<file path="src/rtl/agu_split.sv">
// Load/store address generation unit: effective address, window translation,
// fault detection, and splitting of word-crossing accesses into two aligned
// micro-ops behind a registered valid/ready output stage with branch flush.
module agu_split #(
  parameter int unsigned NUM_MAPS  = 4,
  parameter int unsigned WIN_BITS  = 11,
  parameter logic [7:0]  IO_PREFIX = 8'hff,
  parameter int unsigned SQN_W     = 6,
  parameter int unsigned TAG_W     = 12,
  parameter bit          SPLIT_EN  = 1'b1
) (
  input  logic                                clk,
  input  logic                                rst,
  input  logic [NUM_MAPS*(32-WIN_BITS)-1:0]   IN_mapping,
  input  logic [NUM_MAPS-1:0]                 IN_mapValid,
  input  logic                                IN_branchTaken,
  input  logic [SQN_W-1:0]                    IN_branchSqN,
  input  logic                                IN_valid,
  output logic                                OUT_inReady,
  input  logic [31:0]                         IN_srcA,
  input  logic [31:0]                         IN_srcB,
  input  logic [11:0]                         IN_imm,
  input  logic [2:0]                          IN_opcode,
  input  logic [SQN_W-1:0]                    IN_sqN,
  input  logic [TAG_W-1:0]                    IN_tag,
  output logic                                OUT_valid,
  input  logic                                IN_outReady,
  output logic [31:0]                         OUT_addr,
  output logic                                OUT_isLoad,
  output logic [1:0]                          OUT_size,
  output logic                                OUT_signExtend,
  output logic [1:0]                          OUT_shamt,
  output logic [3:0]                          OUT_wmask,
  output logic [31:0]                         OUT_data,
  output logic                                OUT_exception,
  output logic [1:0]                          OUT_split,
  output logic [SQN_W-1:0]                    OUT_sqN,
  output logic [TAG_W-1:0]                    OUT_tag
);

  localparam int unsigned MapTagW = 32 - WIN_BITS;
  localparam int unsigned IdxW    = (NUM_MAPS > 1) ? $clog2(NUM_MAPS) : 1;

  typedef enum logic [0:0] {StIdle, StSecond} state_e;

  // Returns {fault, physical}. IO region passes through; otherwise the lowest
  // matching enabled window supplies the index placed above the window offset.
  function automatic logic [32:0] translate(input logic [31:0]                  a,
                                            input logic [NUM_MAPS*MapTagW-1:0] maps,
                                            input logic [NUM_MAPS-1:0]         vld);
    logic [32:0] res;
    logic        hit;
    res                = '0;
    res[32]            = 1'b1;
    res[WIN_BITS-1:0]  = a[WIN_BITS-1:0];
    hit                = 1'b0;
    if (a[31:24] == IO_PREFIX) begin
      res = {1'b0, a};
      hit = 1'b1;
    end
    for (int i = 0; i < int'(NUM_MAPS); i++) begin
      if (!hit && vld[i] && (a[31:WIN_BITS] == maps[i*MapTagW +: MapTagW])) begin
        hit                   = 1'b1;
        res                   = '0;
        res[WIN_BITS-1:0]     = a[WIN_BITS-1:0];
        res[WIN_BITS +: IdxW] = IdxW'(i);
      end
    end
    return res;
  endfunction

  // Wrap-aware age compare against the flushing branch.
  function automatic logic younger(input logic [SQN_W-1:0] sqn,
                                   input logic             taken,
                                   input logic [SQN_W-1:0] bsqn);
    logic [SQN_W-1:0] diff;
    diff = sqn - bsqn;
    return taken && !diff[SQN_W-1] && (diff != '0);
  endfunction

  state_e             state_q, state_d;
  logic               out_valid_q, out_valid_d;
  logic [31:0]        out_addr_q, out_addr_d;
  logic               out_is_load_q, out_is_load_d;
  logic [1:0]         out_size_q, out_size_d;
  logic               out_sext_q, out_sext_d;
  logic [1:0]         out_shamt_q, out_shamt_d;
  logic [3:0]         out_wmask_q, out_wmask_d;
  logic [31:0]        out_data_q, out_data_d;
  logic               out_exc_q, out_exc_d;
  logic [1:0]         out_split_q, out_split_d;
  logic [SQN_W-1:0]   out_sqn_q, out_sqn_d;
  logic [TAG_W-1:0]   out_tag_q, out_tag_d;
  logic [31:0]        second_addr_q, second_addr_d;
  logic [3:0]         second_wmask_q, second_wmask_d;

  logic [31:0] ea;
  logic [31:0] ea_next_word;
  logic [3:0]  size_mask;
  logic [1:0]  size;
  logic        is_load;
  logic        sext;
  logic [7:0]  lanes;
  logic        crosses;
  logic [32:0] xl_first;
  logic [32:0] xl_second;
  logic        exc;
  logic        do_split;
  logic [31:0] data_rot;
  logic        in_ready;
  logic        accept;
  logic        in_young;
  logic        out_young;

  // Decode the incoming uop: address, lanes, translation and fault.
  always_comb begin
    ea           = IN_srcA + {{20{IN_imm[11]}}, IN_imm};
    ea_next_word = {ea[31:2] + 30'd1, 2'b00};

    size_mask = 4'b0001;
    size      = 2'd0;
    is_load   = 1'b1;
    sext      = 1'b0;
    unique case (IN_opcode)
      3'd0: begin size = 2'd0; size_mask = 4'b0001; is_load = 1'b1; sext = 1'b1; end
      3'd1: begin size = 2'd1; size_mask = 4'b0011; is_load = 1'b1; sext = 1'b1; end
      3'd2: begin size = 2'd2; size_mask = 4'b1111; is_load = 1'b1; sext = 1'b0; end
      3'd3: begin size = 2'd0; size_mask = 4'b0001; is_load = 1'b1; sext = 1'b0; end
      3'd4: begin size = 2'd1; size_mask = 4'b0011; is_load = 1'b1; sext = 1'b0; end
      3'd5: begin size = 2'd0; size_mask = 4'b0001; is_load = 1'b0; sext = 1'b0; end
      3'd6: begin size = 2'd1; size_mask = 4'b0011; is_load = 1'b0; sext = 1'b0; end
      3'd7: begin size = 2'd2; size_mask = 4'b1111; is_load = 1'b0; sext = 1'b0; end
      default: ;
    endcase

    lanes   = {4'b0000, size_mask} << ea[1:0];
    crosses = (lanes[7:4] != 4'b0000);

    xl_first  = translate(ea, IN_mapping, IN_mapValid);
    xl_second = translate(ea_next_word, IN_mapping, IN_mapValid);

    // Without splitting, a crossing access is itself the fault; with it, the
    // second half's window must also translate.
    exc      = (ea == 32'd0) || xl_first[32] || (crosses && (SPLIT_EN ? xl_second[32] : 1'b1));
    do_split = crosses && !exc;

    unique case (ea[1:0])
      2'd0: data_rot = IN_srcB;
      2'd1: data_rot = {IN_srcB[23:0], IN_srcB[31:24]};
      2'd2: data_rot = {IN_srcB[15:0], IN_srcB[31:16]};
      2'd3: data_rot = {IN_srcB[7:0],  IN_srcB[31:8]};
      default: data_rot = IN_srcB;
    endcase
  end

  // Handshake and flush qualifiers.
  always_comb begin
    in_ready  = (state_q == StIdle) && (!out_valid_q || IN_outReady);
    accept    = IN_valid && in_ready;
    in_young  = younger(IN_sqN, IN_branchTaken, IN_branchSqN);
    out_young = younger(out_sqn_q, IN_branchTaken, IN_branchSqN);
  end

  assign OUT_inReady = in_ready;

  // Next state of the FSM and the registered output stage.
  always_comb begin
    state_d        = state_q;
    out_valid_d    = out_valid_q;
    out_addr_d     = out_addr_q;
    out_is_load_d  = out_is_load_q;
    out_size_d     = out_size_q;
    out_sext_d     = out_sext_q;
    out_shamt_d    = out_shamt_q;
    out_wmask_d    = out_wmask_q;
    out_data_d     = out_data_q;
    out_exc_d      = out_exc_q;
    out_split_d    = out_split_q;
    out_sqn_d      = out_sqn_q;
    out_tag_d      = out_tag_q;
    second_addr_d  = second_addr_q;
    second_wmask_d = second_wmask_q;

    unique case (state_q)
      StIdle: begin
        if (accept) begin
          if (in_young) begin
            // Consumed but squashed by the concurrent flush.
            out_valid_d = 1'b0;
          end else begin
            out_valid_d   = 1'b1;
            out_addr_d    = do_split ? {xl_first[31:2], 2'b00} : xl_first[31:0];
            out_is_load_d = is_load;
            out_size_d    = size;
            out_sext_d    = sext;
            out_shamt_d   = ea[1:0];
            out_wmask_d   = lanes[3:0];
            out_data_d    = data_rot;
            out_exc_d     = exc;
            out_split_d   = do_split ? 2'b01 : 2'b00;
            out_sqn_d     = IN_sqN;
            out_tag_d     = IN_tag;
            if (do_split) begin
              second_addr_d  = xl_second[31:0];
              second_wmask_d = lanes[7:4];
              state_d        = StSecond;
            end
          end
        end else if (!out_valid_q || IN_outReady) begin
          out_valid_d = 1'b0;
        end else if (out_young) begin
          out_valid_d = 1'b0;
        end
      end
      StSecond: begin
        if (out_young) begin
          out_valid_d = 1'b0;
          state_d     = StIdle;
        end else if (IN_outReady) begin
          out_addr_d  = second_addr_q;
          out_wmask_d = second_wmask_q;
          out_split_d = 2'b11;
          state_d     = StIdle;
        end
      end
      default: state_d = StIdle;
    endcase
  end

  // State and output registers, cleared asynchronously.
  always_ff @(posedge clk or negedge rst) begin
    if (!rst) begin
      state_q        <= StIdle;
      out_valid_q    <= 1'b0;
      out_addr_q     <= '0;
      out_is_load_q  <= 1'b0;
      out_size_q     <= '0;
      out_sext_q     <= 1'b0;
      out_shamt_q    <= '0;
      out_wmask_q    <= '0;
      out_data_q     <= '0;
      out_exc_q      <= 1'b0;
      out_split_q    <= '0;
      out_sqn_q      <= '0;
      out_tag_q      <= '0;
      second_addr_q  <= '0;
      second_wmask_q <= '0;
    end else begin
      state_q        <= state_d;
      out_valid_q    <= out_valid_d;
      out_addr_q     <= out_addr_d;
      out_is_load_q  <= out_is_load_d;
      out_size_q     <= out_size_d;
      out_sext_q     <= out_sext_d;
      out_shamt_q    <= out_shamt_d;
      out_wmask_q    <= out_wmask_d;
      out_data_q     <= out_data_d;
      out_exc_q      <= out_exc_d;
      out_split_q    <= out_split_d;
      out_sqn_q      <= out_sqn_d;
      out_tag_q      <= out_tag_d;
      second_addr_q  <= second_addr_d;
      second_wmask_q <= second_wmask_d;
    end
  end

  assign OUT_valid      = out_valid_q;
  assign OUT_addr       = out_addr_q;
  assign OUT_isLoad     = out_is_load_q;
  assign OUT_size       = out_size_q;
  assign OUT_signExtend = out_sext_q;
  assign OUT_shamt      = out_shamt_q;
  assign OUT_wmask      = out_wmask_q;
  assign OUT_data       = out_data_q;
  assign OUT_exception  = out_exc_q;
  assign OUT_split      = out_split_q;
  assign OUT_sqN        = out_sqn_q;
  assign OUT_tag        = out_tag_q;

endmodule

</file>
<file path="config.mk">
export PLATFORM = sky130hd
export DESIGN_NAME = agu_split
export DESIGN_NICKNAME = d
export VERILOG_FILES = /design/src/rtl/agu_split.sv
export SDC_FILE = /design/constraint.sdc
export NUM_CORES = 1
export LEC_CHECK = 0
export CORE_MARGIN = 2
export CORE_UTILIZATION = 52
export CTS_CLUSTER_DIAMETER = 150
export DETAILED_ROUTE_END_ITERATION = 10
export PLACE_DENSITY = 0.82
export RECOVER_POWER = 100
export SYNTH_ARGS = -nofsm -noshare
export SYNTH_HDL_FRONTEND = slang
export SYNTH_SLANG_ARGS = --single-unit
</file>
<file path="constraint.sdc">
create_clock -name clk -period 3.2 [get_ports clk]
set_input_delay 0.64 -clock clk [delete_from_list [all_inputs] [get_ports clk]]
set_output_delay 0.64 -clock clk [all_outputs]
set_load 0.03 [all_outputs]
</file>
==> impl_results.md, run 1 <==
- CTS root buf: sky130_fd_sc_hd__clkbuf_16
- Die width: 161 um
- Proportion of register bits with asynchronous set or reset after synthesis: 100%
- EDFF count, synth: 0
- Post-synthesis sequential area ratio: 25.3%
- CTS Sinks: 130
- Height of the chip: 161 um
- Quantity of I/O buffers inserted on ports: 292
- Synthesis-stage register bit count: 130
- Setup slack after placement: -2.85 ns
- HPWL after DPL: 46.1 mm
- Adder-cell share of the synthesized area: 5.13%
- Leading post-synthesis cells by cell area: sky130_fd_sc_hd__dfrtp_1 (25%), sky130_fd_sc_hd__xnor2_1 (8.0%), sky130_fd_sc_hd__mux4_2 (5.6%), sky130_fd_sc_hd__ha_1 (4.7%), sky130_fd_sc_hd__nand2_1 (4.6%)
- I/O pin cnt: 293
- Largest buffer count on any clock path: 2
- Run-stopping error: [ERROR GRT-0116] Global routing finished with congestion. Check the congestion regions in the DRC Viewer.
- Synth warnings: 0
- RD Place Congestion: 1.08
- Placed cell count: 2437
- Maximum number of pins on one net before global-route repair: 58
- Number of global-route vias before repair: 21400
- Synthesized area: 0.0129 mm^2
- Post-Synth XOR/XNOR Area: 14.3%
- Combinational family with the most area after synthesis: simple AND/OR/NAND/NOR gates
- Number of rows created at floorplan: 57
- First-pass GRT wire length: 149 mm
- Post-Syn Nets: 1689
- Number of unique standard cell types used by synthesis: 103
- Predominant post-synthesis flop cell: sky130_fd_sc_hd__dfrtp_1
- Post-synthesis cell type with the largest combined area: sky130_fd_sc_hd__dfrtp_1
- Run status: did not finish
- Last stage: global routing
- Post-synth top area share: 25.3%
- Area fraction in and, or, nand and nor cells after synthesis: 21.2%
- TritonCTS buffer count: 17
- Initial core utilization: 53.0%
- Compound-Gate Fraction of Synth Area: 17.5%
- Synth Area per Inst: 8.93 um^2
- Global-route total usage across every layer: 77.8%
- Total grt overflow: 79
- H-tree depth: 4
- Gate count of the mapped netlist: 1442
- Share of cell area taken by muxes after synthesis: 12.6%
==> per-layer routing <==
metal | overflow | GRT usage, %
met5 | 0 | 36.4
met4 | 39 | 76.9
met3 | 2 | 66.8
met2 | 36 | 94.2
met1 | 2 | 74.8
==> cells in the mapped netlist, drive strengths merged, types with 6 or more instances <==
| cell | count |
|---|---|
| xnor3 | 10 |
| nor4 | 31 |
| inv | 36 |
| nor3 | 42 |
| and4 | 12 |
| nand3 | 41 |
| or4 | 10 |
| a21o | 16 |
| nand2 | 158 |
| clkbuf | 36 |
| mux2i | 7 |
| a211oi | 12 |
| a22oi | 7 |
| nand4 | 50 |
| and2 | 15 |
| mux2 | 65 |
| o211ai | 22 |
| dfrtp | 130 |
| ha | 48 |
| and3 | 14 |
| mux4 | 32 |
| a2111oi | 6 |
| o21ai | 83 |
| xor2 | 50 |
| o2111ai | 8 |
| a31oi | 18 |
| nand2b | 10 |
| xnor2 | 121 |
| buf | 45 |
| or3 | 13 |
| o21a | 6 |
| o31ai | 7 |
| o211a | 7 |
| a21oi | 98 |
| nor2 | 98 |
==> repair_timing <==
action | in CTS
endpoints found under the setup margin | 126
cloned | 7
gates resized for setup | 343
hold buffers | 0
pin swaps | 96
buffers inserted | 74
==> through the flow <==
stage          instance area, um^2  hold slack (ns)  TNS (ns)
4_1_cts                      22100            0.309    -76.16
3_5_place_dp                 19600            0.466   -176.94
3_3_place_gp                 19600            0.456   -162.42
2_1_floorplan                13200            0.344    -70.03
==> logic make-up after synthesis <==
kind of cell	count (synthesis)
AO/OA/AOI/OAI	336
multiplexers	104
flip-flops	130
buffers and inverters	117
XOR/XNOR	184
AND/OR/NAND/NOR	520
adder cells (fa/ha/maj)	51
==> run 2, diff against run 1 <==
Settings changed: CORE_UTILIZATION 52 to 40, CTS_CLUSTER_DIAMETER 150 to default, PLACE_DENSITY 0.82 to default, PLACE_DENSITY_LB_ADDON from default to 0.15.
==> run 2 against run 1 <==
The flow now finishes, with violations (capacitance limit, slew limit, setup timing). Synthesized cell count stayed put. Synthesized area stayed put.
==> impl_results.md, run 2 <==
- Run status: finished with violations
- Violated checks: capacitance limit, slew limit, setup timing
- Most frequent cells in the layout: sky130_fd_sc_hd__buf_4 (521), sky130_fd_sc_hd__clkdlybuf4s50_1 (152), sky130_fd_sc_hd__nand2_1 (147)
- Normalized max-slew margin: -52.7%
- Setup repair after global routing missed its margin: yes
- Initial core utilization: 40.7%
- Post-Synth XOR/XNOR Area: 14.3%
- Number of unique standard cell types used by synthesis: 103
- Final setup violating endpoints: 102
- Global-route total usage across every layer: 33.1%
- Post-synthesis cell type with the largest combined area: sky130_fd_sc_hd__dfrtp_1
- Hold path start: OUT_tag[0]
- CTS root buf: sky130_fd_sc_hd__clkbuf_16
- Crit path required time: 3.50 ns
- Total chip power: 11.0 mW
- EDFF count, synth: 0
- Core Region: 0.0316 mm^2
- Largest buffer count on any clock path: 2
- Clock transition at the registers of the reported paths: 0.06 ns
- Total grt overflow: 0
- Worst-skew pair later-pin latency: 0.42 ns
- Area fraction in and, or, nand and nor cells after synthesis: 21.2%
- Number of failing hold endpoints at the final stage: 0
- Share of cell area taken by muxes after synthesis: 12.6%
- Arrival time of the worst setup path: 5.30 ns
- Layout Skew: 0.00841 ns
- End of the worst register-to-register path: OUT_addr[14]
- Number of standard cells in the layout, taps in and fillers out: 2675
- TritonCTS buffer count: 17
- Post-route ant nets: 0
- Area overhead of the layout relative to synthesis: 78.6%
- Most frequent standard cell in the layout excluding fill and tap cells: sky130_fd_sc_hd__buf_4
- Endpoint of the worst hold-timing path: OUT_tag[0]
- Min Tclk post-route: 5.00 ns
- Share of the clock period used by the worst path after layout: 156%
- Post-route core utilization: 72.7%
- Most numerous cell types in the synthesized netlist: sky130_fd_sc_hd__nand2_1 (157), sky130_fd_sc_hd__dfrtp_1 (130), sky130_fd_sc_hd__xnor2_1 (118)
- Peak Freq: 200 MHz
- IR Drop Worst-Case VDD: 0.350 mV
- GR Layer Usage met1: 39.9%
- Worst Tran Pin Value: 2.29 ns
- Crit end category: flip-flop
- Gate count of the mapped netlist: 1442
- Number of global-route vias before repair: 15300
- Static Leakage: 9.99 nW
- Die width: 183 um
- CTS Sinks: 130
- Synthesized area: 0.0129 mm^2
- Top fanout value on the critical path: 17
- Compound-Gate Fraction of Synth Area: 17.5%
- Post-synthesis sequential area ratio: 25.3%
- Wire length per cell after detailed routing: 21.3 um
- Vias per std cell: 5.58
- GR peak layer: met2
- Leading post-synthesis cells by cell area: sky130_fd_sc_hd__dfrtp_1 (25%), sky130_fd_sc_hd__xnor2_1 (8.0%), sky130_fd_sc_hd__mux4_2 (5.6%), sky130_fd_sc_hd__ha_1 (4.7%), sky130_fd_sc_hd__nand2_1 (4.6%)
- Number of stages on the worst hold path: 2
- First-pass GRT wire length: 85.2 mm
- Routed vias: 14900
- Maximum number of pins on one net before global-route repair: 91
- Proportion of register bits with asynchronous set or reset after synthesis: 100%
- Setup slack of the worst register-to-register path: 0.27 ns
- Count of pins over their slew limit: 91
- Post-synth top area share: 25.3%
- Total negative slack: -86.16 ns
- Antenna diode count: 0
- I/O pin cnt: 293
- Predominant post-synthesis flop cell: sky130_fd_sc_hd__dfrtp_1
- Global routing usage on met2: 59.5%
- Synthesis-stage register bit count: 130
- DRT iter0 DRCs: 941
- Worst-case hold slack: 0.470 ns
- Worst-case setup margin in the final layout: -1.80 ns
- Antenna violations before repair: 0
- Category of the most critical setup path: in2reg
- Final net count: 2508
- Height of the chip: 183 um
- Combinational family with the most area after synthesis: simple AND/OR/NAND/NOR gates
- Pwr Density: 476 mW/mm^2
- Aggregate routed wire length: 57.1 mm
- HPWL after DPL: 44.2 mm
- Number of buffers inserted by hold repair at cts: 0
- Ratio of cells with drive above 1 in the final layout: 43.0%
- Number of max-cap violations: 1
- H-tree depth: 4
- DRC violations left: 0
- Placed cell count: 2534
- Element type at the critical path start: primary input
- Synth Area per Inst: 8.93 um^2
- Adder-cell share of the synthesized area: 5.13%
- Post-Syn Nets: 1689
- Crit Reg-Reg Startpoint: OUT_sqN[0]
- Overall die area: 0.0336 mm^2
- Synth warnings: 0
- Global routing usage on met3: 3.41%
- Number of rows created at floorplan: 65
- Length of the first detailed-routing pass in iterations: 5
- Most common cell in the netlist: sky130_fd_sc_hd__nand2_1
- TritonCTS clock tree: done
- Quantity of I/O buffers inserted on ports: 292
- RD Place Congestion: 0.970
- Class of the worst hold path: reg2reg
- Path depth of the worst reg2reg path: 12
-- run 2: cell counts after synthesis --
Identical to the previous run, type by type.
-- run 2: cell families after synthesis --
family	after synthesis
AND/OR/NAND/NOR	520
adder cells (fa/ha/maj)	51
XOR/XNOR	184
buffers and inverters	117
AO/OA/AOI/OAI	336
multiplexers	104
flip-flops	130
-- run 2: metal layers --
metal / wire (um) / vias up / share of wire [%]
met1: 22600 / 7277 / 40
met2: 29000 / 537 / 51
met3: 2870 / 117 / 5.0
li1: - / 6991 / -
met5: 0 / - / 0
met4: 2600 / 0 / 4.6
-- run 2: worst max-delay path by stage --
stage                from                end
2_1_floorplan  IN_srcA[0]  second_addr_q[17]
3_3_place_gp   IN_imm[11]  second_addr_q[31]
3_5_place_dp   IN_imm[11]        OUT_addr[0]
4_1_cts        IN_srcA[0]   second_addr_q[3]
5_1_grt        IN_srcA[2]  second_addr_q[28]
6_report        IN_imm[5]  second_addr_q[24]
-- run 2: layout make-up --
class                      instances  area [um^2]
sequential                       130         3250
tap                              402          503
fill                            2373         8640
multi-input combinational       1195        10800
clock buffer                      18          439
clock inverter                    13          136
inverter                          36          135
timing repair buffer             881         7730
-- run 2: per-stage QoR --
| stage | worst slack (ns) | cell area [um^2] |
|---|---|---|
| floorplan | -1.85 | 13200 |
| global placement | -3.12 | 19800 |
| detailed placement | -3.12 | 19800 |
| CTS | -1.72 | 22600 |
| global route | -1.96 | 23000 |
| finish | -1.80 | 23000 |
-- run 2: timing repair --
item | in CTS | in global routing
setup endpoints to repair | 102 | 105
setup buffers | 92 | 11
resized for setup | 340 | 48
cloned | 2 | 5
pin swaps | 121 | 16
-- run 2: power by group --
part           total (mW)  switching (mW)  internal (mW)  leakage [nW]
combinational        6.82            3.57           3.24          8.09
clock                1.91           0.746           1.16         0.274
sequential           2.23           0.208           2.02          1.63
total                11.0            4.53           6.43          9.99
-- run 2: worst max-delay path, stage by stage --
cell	delay [ns]
sky130_fd_sc_hd__dlygate4sd2_1	0.26
sky130_fd_sc_hd__ha_4	0.31
sky130_fd_sc_hd__buf_6	0.13
sky130_fd_sc_hd__nand3_2	0.12
sky130_fd_sc_hd__o211a_4	0.18
sky130_fd_sc_hd__o211ai_1	0.30
sky130_fd_sc_hd__buf_4	0.20
sky130_fd_sc_hd__nand2_4	0.06
sky130_fd_sc_hd__nor3_4	0.24
sky130_fd_sc_hd__buf_4	0.16
sky130_fd_sc_hd__nand4_1	0.16
sky130_fd_sc_hd__buf_4	0.20
sky130_fd_sc_hd__buf_4	0.13
sky130_fd_sc_hd__nor2_1	0.22
sky130_fd_sc_hd__xnor2_1	0.25
sky130_fd_sc_hd__a31o_2	0.24
sky130_fd_sc_hd__nor3_1	0.06
sky130_fd_sc_hd__and4_1	0.22
sky130_fd_sc_hd__a211o_1	0.35
sky130_fd_sc_hd__o211ai_4	0.31
sky130_fd_sc_hd__buf_12	0.23
sky130_fd_sc_hd__mux2_4	0.32
Note: power is estimated with default switching activity, not from simulation.
==> run 3, diff against run 2 <==
Settings changed: SKIP_CTS_REPAIR_TIMING from default to 1.
==> run 3 against run 2 <==
Utilization is 0.89 points lower. Via count is 1.4% lower. Critical path depth is 1 lower. Maximum frequency is 0.60% lower. The flow still finishes with violations (capacitance limit, slew limit, setup timing). Non-clock buffer count is 41 lower. Critical path type unchanged. Total power is 1.7% lower. Worst hold slack hardly changed. Register-to-register slack worse by 0.09 ns. Routed wire length is 0.94% lower.
==> impl_results.md, run 3 (same netlist as run 2, synthesis figures left out) <==
- Crit end category: flip-flop
- Vias per std cell: 5.58
- Final setup violating endpoints: 102
- CTS root buf: sky130_fd_sc_hd__clkbuf_16
- Ratio of cells with drive above 1 in the final layout: 41.9%
- Routed vias: 14700
- Area overhead of the layout relative to synthesis: 76.4%
- Antenna violations before repair: 1
- TritonCTS clock tree: done
- Final net count: 2467
- Share of the clock period used by the worst path after layout: 157%
- Initial core utilization: 40.7%
- Number of global-route vias before repair: 14200
- Antenna diode count: 0
- Length of the first detailed-routing pass in iterations: 5
- Detail Route met2 WL: 28.8 mm
- Setup slack of the worst register-to-register path: 0.18 ns
- Worst-skew pair later-pin latency: 0.42 ns
- Most frequent standard cell in the layout excluding fill and tap cells: sky130_fd_sc_hd__buf_4
- Min Tclk post-route: 5.03 ns
- Highest routing layer actually used: met4
- Pwr Density: 474 mW/mm^2
- Number of stages on the worst hold path: 2
- Layout Skew: 0.00626 ns
- Overall die area: 0.0336 mm^2
- Met3 wirelength from detailed routing: 3.02 mm
- DRT iter0 DRCs: 1040
- Crit Reg-Reg Startpoint: OUT_sqN[0]
- DRC violations left: 0
- RD Place Congestion: 0.970
- Number of rows created at floorplan: 65
- Endpoint of the worst hold-timing path: OUT_tag[0]
- Post-route ant nets: 0
- Class of the worst hold path: reg2reg
- Number of failing hold endpoints at the final stage: 0
- Most frequent cells in the layout: sky130_fd_sc_hd__buf_4 (494), sky130_fd_sc_hd__clkdlybuf4s50_1 (153), sky130_fd_sc_hd__nand2_1 (151)
- TritonCTS buffer count: 17
- Worst Tran Pin Value: 2.31 ns
- Run status: finished with violations
- Aggregate routed wire length: 56.5 mm
- Global-route total usage across every layer: 31.0%
- Total grt overflow: 0
- Setup slack after placement: -3.12 ns
- Number of max-cap violations: 1
- IR Drop Worst-Case VDD: 0.349 mV
- H-tree depth: 4
- Element type at the critical path start: primary input
- Clock transition at the registers of the reported paths: 0.06 ns
- Core Region: 0.0316 mm^2
- Static Leakage: 10.1 nW
- Normalized max-slew margin: -53.8%
- Die width: 183 um
- First-pass GRT wire length: 79.1 mm
- End of the worst register-to-register path: OUT_addr[14]
- Crit path required time: 3.50 ns
- Post-route core utilization: 71.8%
- Number of standard cells in the layout, taps in and fillers out: 2634
- CTS Sinks: 130
- Count of pins over their slew limit: 91
- Category of the most critical setup path: in2reg
- I/O pin cnt: 293
- Wire length the detailed router placed on met1: 22.4 mm
- Maximum number of pins on one net before global-route repair: 91
- Worst-case setup margin in the final layout: -1.83 ns
- Quantity of I/O buffers inserted on ports: 292
- Top fanout value on the critical path: 16
- Wire length per cell after detailed routing: 21.5 um
- Placed cell count: 2534
- Height of the chip: 183 um
- HPWL after DPL: 44.2 mm
- Hold path start: OUT_tag[0]
- Violated checks: capacitance limit, slew limit, setup timing
- Peak Freq: 199 MHz
- Arrival time of the worst setup path: 5.34 ns
- Setup repair after global routing missed its margin: yes
- Largest buffer count on any clock path: 2
- Path depth of the worst reg2reg path: 12
[run 3: worst max path at each step]
stage	start	to	slack, ns
final	IN_srcA[6]	second_addr_q[21]	-1.83
after floorplan	IN_srcA[0]	second_addr_q[17]	-1.85
after global placement	IN_imm[11]	second_addr_q[31]	-3.12
after global routing	IN_srcA[6]	second_addr_q[15]	-2.00
after CTS	IN_imm[11]	second_addr_q[3]	-2.69
after detailed placement	IN_imm[11]	OUT_addr[0]	-3.12
[run 3: cell type report]
type,count,area (um^2)
repair buffers,840,7450
multi-input cells,1195,10800
flip-flops and latches,130,3250
fillers,2383,8920
clock inverters,13,136
inverters,36,135
well taps,402,503
clock buffers,18,439
[run 3: per-stage QoR]
stage | power (mW) | TNS [ns] | instance area [um^2] | hold slack, ns
floorplan | 5.40 | -70.03 | 13200 | 0.344
CTS | 10.3 | -133.14 | 20400 | 0.305
detailed placement | 8.40 | -183.22 | 19800 | 0.462
global route | 11.3 | -104.77 | 22700 | 0.493
global placement | 8.31 | -179.65 | 19800 | 0.457
finish | 10.8 | -90.80 | 22700 | 0.470
[run 3: metal layers]
layer	global-route usage [%]	vias up
li1	-	6885
met1	37.7	7180
met2	55.6	520
met3	3.80	121
met4	11.9	0
met5	0	-
[run 3: power breakdown]
part | switching (mW) | internal (mW) | total (mW)
clock network | 0.748 | 1.16 | 1.91
logic | 3.53 | 3.10 | 6.63
registers | 0.207 | 2.02 | 2.23
[run 3: critical path, cell delays in order]
cell	delay, ns
sky130_fd_sc_hd__clkdlybuf4s50_1	0.50
sky130_fd_sc_hd__ha_4	0.25
sky130_fd_sc_hd__a21o_1	0.23
sky130_fd_sc_hd__a21o_1	0.24
sky130_fd_sc_hd__buf_4	0.16
sky130_fd_sc_hd__or4_1	0.48
sky130_fd_sc_hd__buf_4	0.16
sky130_fd_sc_hd__nand4_1	0.14
sky130_fd_sc_hd__nor4b_4	0.07
sky130_fd_sc_hd__buf_6	0.14
sky130_fd_sc_hd__buf_12	0.12
sky130_fd_sc_hd__nand4_4	0.13
sky130_fd_sc_hd__buf_6	0.13
sky130_fd_sc_hd__o21a_1	0.13
sky130_fd_sc_hd__o22ai_2	0.09
sky130_fd_sc_hd__or4_4	0.53
sky130_fd_sc_hd__nor4_4	0.32
sky130_fd_sc_hd__a211o_1	0.22
sky130_fd_sc_hd__o211ai_4	0.13
sky130_fd_sc_hd__clkbuf_16	0.21
sky130_fd_sc_hd__mux2_4	0.30
